==> src/rtl/page_fixup_seq_if.sv <==
// Handshake bundle between the instruction-decode cycle generator and the
// page fix-up sequencer. The master is the decoder side and the slave is the sequencer.
interface page_fixup_seq_if;
    logic       enableFFs;
    logic       abort;
    logic       lowAdd;
    logic       ALUcarry;
    logic       isBranch;
    logic       offsetNeg;
    logic       forceFix;
    logic       freeCarry;
    logic       pageCross;
    logic       fixInc;
    logic       fixDec;
    logic       aluCarryIn;
    logic       fixDone;
    logic       protocolErr;
    logic [1:0] state;

    modport master (
        output enableFFs, abort, lowAdd, ALUcarry, isBranch, offsetNeg, forceFix,
        input  freeCarry, pageCross, fixInc, fixDec, aluCarryIn, fixDone, protocolErr, state
    );

    modport slave (
        input  enableFFs, abort, lowAdd, ALUcarry, isBranch, offsetNeg, forceFix,
        output freeCarry, pageCross, fixInc, fixDec, aluCarryIn, fixDone, protocolErr, state
    );
endinterface

==> src/rtl/page_fixup_seq.sv <==
// Page-boundary fix-up sequencer: latches the low-byte add carry, decides whether the
// high byte needs a correction cycle, and drives the ALU carry-in and inc/dec for that cycle.
module page_fixup_seq #(
    parameter bit FORCE_FIX_EN = 1'b1
) (
    input logic             clk,
    input logic             nrst,
    page_fixup_seq_if.slave bus
);

    typedef enum logic [1:0] {
        IDLE  = 2'd0,
        CHECK = 2'd1,
        FIXUP = 2'd2
    } stateT;

    stateT stateQ, stateD;
    logic  freeCarryQ, freeCarryD;
    logic  modeQ, modeD;
    logic  negQ, negD;
    logic  forceQ, forceD;
    logic  protocolErrQ, protocolErrD;

    logic  needFix;
    logic  branchBack;
    logic  pageCross;
    logic  fixInc;
    logic  fixDec;
    logic  aluCarryIn;
    logic  fixDone;

    // The decision uses only latched operands, so the outputs never see the inputs.
    always_comb begin
        branchBack = modeQ & negQ;
        needFix    = modeQ ? (freeCarryQ ^ negQ) : (freeCarryQ | forceQ);
    end

    always_comb begin
        stateD       = stateQ;
        freeCarryD   = freeCarryQ;
        modeD        = modeQ;
        negD         = negQ;
        forceD       = forceQ;
        protocolErrD = protocolErrQ;
        pageCross    = 1'b0;
        fixInc       = 1'b0;
        fixDec       = 1'b0;
        aluCarryIn   = 1'b0;
        fixDone      = 1'b0;

        case (stateQ)
            CHECK: begin
                pageCross = needFix;
                if (needFix) begin
                    stateD = FIXUP;
                end else begin
                    fixDone = 1'b1;
                    stateD  = IDLE;
                end
                if (bus.lowAdd) begin
                    protocolErrD = 1'b1;
                end
            end

            FIXUP: begin
                // Backward branch adds 0xFF; everything else adds 0x00 plus the latched
                // carry, which leaves the high byte unchanged on a forced store with no carry.
                fixDec     = branchBack;
                fixInc     = ~branchBack;
                aluCarryIn = branchBack ? 1'b0 : (modeQ | freeCarryQ);
                fixDone    = 1'b1;
                stateD     = IDLE;
                if (bus.lowAdd) begin
                    protocolErrD = 1'b1;
                end
            end

            default: begin
                if (bus.lowAdd) begin
                    freeCarryD = bus.ALUcarry;
                    modeD      = bus.isBranch;
                    negD       = bus.offsetNeg;
                    forceD     = bus.forceFix & FORCE_FIX_EN;
                    stateD     = CHECK;
                end
            end
        endcase
    end

    // Abort wins over the stall so a frozen decoder can still drop the instruction.
    always_ff @(posedge clk or negedge nrst) begin
        if (!nrst) begin
            stateQ       <= IDLE;
            freeCarryQ   <= 1'b0;
            modeQ        <= 1'b0;
            negQ         <= 1'b0;
            forceQ       <= 1'b0;
            protocolErrQ <= 1'b0;
        end else if (bus.abort) begin
            stateQ     <= IDLE;
            freeCarryQ <= 1'b0;
        end else if (bus.enableFFs) begin
            stateQ       <= stateD;
            freeCarryQ   <= freeCarryD;
            modeQ        <= modeD;
            negQ         <= negD;
            forceQ       <= forceD;
            protocolErrQ <= protocolErrD;
        end
    end

    assign bus.state       = stateQ;
    assign bus.freeCarry   = freeCarryQ;
    assign bus.protocolErr = protocolErrQ;
    assign bus.pageCross   = pageCross;
    assign bus.fixInc      = fixInc;
    assign bus.fixDec      = fixDec;
    assign bus.aluCarryIn  = aluCarryIn;
    assign bus.fixDone     = fixDone;

    incDecExclusive: assert property (@(posedge clk) disable iff (!nrst) !(fixInc && fixDec));

    fixupOneCycle: assert property (@(posedge clk) disable iff (!nrst)
        (stateQ == FIXUP && bus.enableFFs) |=> (stateQ == IDLE));

endmodule

==> src/flat_wrapper.sv <==
// flat-port wrapper written by rule: the top's interface ports become plain ports
module page_fixup_seq_flat 
#(
    parameter bit FORCE_FIX_EN = 1'b1
)
  (clk, nrst, bus_enableFFs, bus_abort, bus_lowAdd, bus_ALUcarry, bus_isBranch, bus_offsetNeg, bus_forceFix, bus_freeCarry, bus_pageCross, bus_fixInc, bus_fixDec, bus_aluCarryIn, bus_fixDone, bus_protocolErr, bus_state);
  page_fixup_seq_if bus_i ();
  input logic clk;
  input logic nrst;
  input wire logic [$bits(bus_i.enableFFs)-1:0] bus_enableFFs;
  input wire logic [$bits(bus_i.abort)-1:0] bus_abort;
  input wire logic [$bits(bus_i.lowAdd)-1:0] bus_lowAdd;
  input wire logic [$bits(bus_i.ALUcarry)-1:0] bus_ALUcarry;
  input wire logic [$bits(bus_i.isBranch)-1:0] bus_isBranch;
  input wire logic [$bits(bus_i.offsetNeg)-1:0] bus_offsetNeg;
  input wire logic [$bits(bus_i.forceFix)-1:0] bus_forceFix;
  output wire logic [$bits(bus_i.freeCarry)-1:0] bus_freeCarry;
  output wire logic [$bits(bus_i.pageCross)-1:0] bus_pageCross;
  output wire logic [$bits(bus_i.fixInc)-1:0] bus_fixInc;
  output wire logic [$bits(bus_i.fixDec)-1:0] bus_fixDec;
  output wire logic [$bits(bus_i.aluCarryIn)-1:0] bus_aluCarryIn;
  output wire logic [$bits(bus_i.fixDone)-1:0] bus_fixDone;
  output wire logic [$bits(bus_i.protocolErr)-1:0] bus_protocolErr;
  output wire logic [$bits(bus_i.state)-1:0] bus_state;
  assign bus_i.enableFFs = bus_enableFFs;
  assign bus_i.abort = bus_abort;
  assign bus_i.lowAdd = bus_lowAdd;
  assign bus_i.ALUcarry = bus_ALUcarry;
  assign bus_i.isBranch = bus_isBranch;
  assign bus_i.offsetNeg = bus_offsetNeg;
  assign bus_i.forceFix = bus_forceFix;
  assign bus_freeCarry = bus_i.freeCarry;
  assign bus_pageCross = bus_i.pageCross;
  assign bus_fixInc = bus_i.fixInc;
  assign bus_fixDec = bus_i.fixDec;
  assign bus_aluCarryIn = bus_i.aluCarryIn;
  assign bus_fixDone = bus_i.fixDone;
  assign bus_protocolErr = bus_i.protocolErr;
  assign bus_state = bus_i.state;
  page_fixup_seq #(.FORCE_FIX_EN(FORCE_FIX_EN)) u_core (.clk(clk), .nrst(nrst), .bus(bus_i));
endmodule
==> config.mk <==
export PLATFORM = sky130hd
export DESIGN_NAME = page_fixup_seq_flat
export DESIGN_NICKNAME = d
export VERILOG_FILES = /design/src/rtl/page_fixup_seq_if.sv /design/src/rtl/page_fixup_seq.sv /design/src/flat_wrapper.sv
export SDC_FILE = /design/constraint.sdc
export NUM_CORES = 1
export LEC_CHECK = 0
export ABC_AREA = 0
export ABC_CLOCK_PERIOD_IN_PS = 2710
export CORE_UTILIZATION = 30
export CTS_BUF_LIST = sky130_fd_sc_hd__clkbuf_2
export DETAILED_ROUTE_END_ITERATION = 8
export PLACE_DENSITY = 0.67
export SETUP_SLACK_MARGIN = 0.15
export SLEW_MARGIN = 0
export SYNTH_ARGS = -nofsm -noshare
export SYNTH_HDL_FRONTEND = slang
export SYNTH_SLANG_ARGS = --single-unit
==> constraint.sdc <==
create_clock -name clk -period 2.71 [get_ports clk]
set_clock_uncertainty 0.05 [all_clocks]
set_input_delay 0.6775 -clock clk [delete_from_list [all_inputs] [get_ports clk]]
set_output_delay 0.6775 -clock clk [all_outputs]
set_load 0.03 [all_outputs]
==> summary.txt <==
Hold path
  – Hold/Removal Path Class: reg2reg
  – Hold Crit Depth: 2

Routing
  – DR pass1 iterations: 3
  – Post-Route WL: 858 µm
  – Via count: 374
  – Via density: 4.99
  – ANT nets after route: 0
  – Drt drc: 0
  – DR iter-0 viols: 3
  – WL/cell: 11.4 µm

STA
  – Fin crit period: 2.45 ns
  – Final Hold Fails: 0
  – Final Max Tran Viols: 0
  – TNS Setup: 0 ns
  – Worst-Margin Slew: 0.323 ns
  – RSZ-0062 raised after global routing: no
  – Final setup viols: 0
  – Worst slew margin: 78.4%
  – F_max: 0.408 GHz
  – Final period util: 90.3%

Power and ir drop
  – P_int: 194 µW
  – Psw: 84.2 µW
  – Leakage: 0.312 nW
  – Logic pwr share: 24.7%
  – Clock power frac: 27.5%
  – Sequential Power Share: 47.8%
  – Switching Share: 30.2%
  – PD cells: 444 mW/mm²
  – Worst vdd ir: 0.184 mV

Floorplan
  – Initial Utilization: 32.2%
  – Vert. Die Dim: 39.4 µm
  – Core Region: 0.00130 mm²
  – DIE AREA: 0.00155 mm²
  – Rows: 13
  – Die Width: 39.4 µm
  – Boundary Pins: 18

CTS
  – CTS tree: done
  – Clock root buffer: clkbuf_2
  – Clock latency at the later pin of the worst-skew pair: 0.23 ns
  – Htree depth: 1
  – Clock slew at reported path FFs: 0.07 ns
  – Clock sink count: 7
  – Cts bufs inserted: 3
  – Clock buffer depth: 2
  – Setup bufs post-CTS: 0

Layout
  – Layout area overhead: 49.6%
  – Area of the multi-input gates: 233 µm²
  – Most frequent cells in the layout: clkdlybuf4s50_1 (13), dfrtp_1 (7), clkbuf_2 (4)
  – Most common cell after layout, fill and taps aside: clkdlybuf4s50_1
  – Final antenna diode count: 0
  – Final Core Density: 48.2%
  – # nets final: 73
  – Fillers: 141
  – Share of cells above drive strength 1: 15.0%
  – FF/Latch Area: 175 µm²

Yosys
  – Ys flop type: dfrtp_1
  – Synthesized area: 419 µm²
  – Post-synth EDFFs: 0
  – Synth warn: 0
  – Synth top area share: 41.8%
  – FF+latch count, synth: 7
  – Synth area leader: dfrtp_1
  – Cells after Synth: 39
  – Syn Area/Cell: 10.7 µm²
  – Register area share after synthesis: 41.8%
  – Top post-synthesis cells by area: dfrtp_1 (42%), ha_1 (9.0%), mux2_2 (8.1%)
  – Syn nets: 51
  – Cell variety after synth: 23
  – Async set-or-reset flop fraction in the synthesized netlist: 100%

Worst setup path
  – CP arrival: 1.72 ns
  – R2R cell count: 4
  – CP required: 1.98 ns
  – Crit Path Class: reg2out
  – Worst Setup End Kind: output pin
  – Worst-path fanout max: 4
  – CP startpoint kind: register

GRT
  – Gr usage total: 14.0%
  – Largest net degree at the start of global routing: 9
  – Vias in the first global route: 309
  – Global route overflow: 0
  – First-pass GRT wire length: 1370 µm
  – Initial antenna violation count: 0

Placement
  – DP Wirelength: 672 µm
  – # port buffers: 17
  – Placer Congestion: 0.751

Run
  – Max_cap viols: 0

Outcome
  – Outcome: finished, final reports clean
state kept, by name (all words and copies together) (netlist names):
name and cells:
u_core.bus.protocolErr 1, u_core.modeQ 1, u_core.bus.freeCarry 1, u_core.forceQ 1, u_core.negQ 1, u_core.bus.state 2
final timing paths:
kind / start / to / slack (ns)
worst max register to register: u_core.bus.state[0] / u_core.modeQ / 1.14
max in group asynchronous: nrst / u_core.bus.state[1] / 1.71
min in group asynchronous: nrst / u_core.negQ / 0.66
worst min register to register: u_core.bus.protocolErr / u_core.bus.protocolErr / 0.44
worst max-delay path: u_core.bus.state[0] / bus_fixInc / 0.26
worst min-delay path: u_core.bus.protocolErr / u_core.bus.protocolErr / 0.44
layout make-up:
| cell class | instances | area share, % |
|---|---|---|
| clock buffers | 4 | 3.19 |
| multi-input cells | 29 | 37.1 |
| flip-flops and latches | 7 | 27.9 |
| repair buffers | 17 | 26.9 |
| inverters | 3 | 1.80 |
| well taps | 15 | 2.99 |
logic make-up (layout without fill, tap and decap cells):
family / count (synthesis) / in the layout / synth area share [%]
AND/OR/NAND/NOR: 14 / 14 / 21.2
AO/OA/AOI/OAI: 8 / 8 / 14.9
flip-flops: 7 / 7 / 41.8
multiplexers: 4 / 4 / 10.4
adder cells (fa/ha/maj): 3 / 3 / 8.96
buffers and inverters: 3 / 24 / 2.69
power by group through the flow:
stage	registers [mW]	logic, mW	clock network [mW]
2_1_floorplan	0.135	0.0385	0
3_3_place_gp	0.135	0.0696	0
3_5_place_dp	0.135	0.0707	0
4_1_cts	0.133	0.0696	0.0811
5_1_grt	0.136	0.0754	0.0849
6_report	0.133	0.0687	0.0767
synthesized netlist by cell type, types with 2 or more instances:
cell,number
nor2b_1,2
nand2_1,2
a211oi_1,2
mux2_2,3
ha_1,3
dfrtp_1,7
nand3_1,2
inv_1,3
worst max-delay path, cell delays in order (launching register included):
cell and delay (ns):
dfrtp_1 0.41, inv_1 0.09, ha_1 0.18, and2_1 0.15
clkdlybuf4s50_1 0.66
metal layers:
| metal | track usage, % | part of all wire [%] | up-vias |
|---|---|---|---|
| met5 | 0 | 0 | - |
| met4 | 10.3 | 0.82 | 0 |
| met3 | 4.55 | 6.5 | 2 |
| met2 | 18.3 | 41 | 13 |
| met1 | 18.5 | 51 | 172 |
| li1 | - | - | 187 |
per-stage QoR:
stage	worst slack, ns	power (mW)	std cells	instance area (µm²)	hold WS (ns)
after floorplan	0.490	0.173	39	419	0.332
after global placement	0.377	0.205	71	608	0.414
after detailed placement	0.342	0.206	71	608	0.413
after CTS	0.216	0.284	75	624	0.440
after global routing	0.158	0.296	75	627	0.468
final	0.262	0.279	75	627	0.437
repair_timing:
| item | in CTS | in global routing |
|---|---|---|
| setup endpoints to repair | 3 | 1 |
| hold buffers | 0 | 0 |
| endpoints found under the hold margin | 0 | 0 |
| gates resized for setup | 3 | 1 |
No activity file was read; power rests on OpenSTA's default activity.
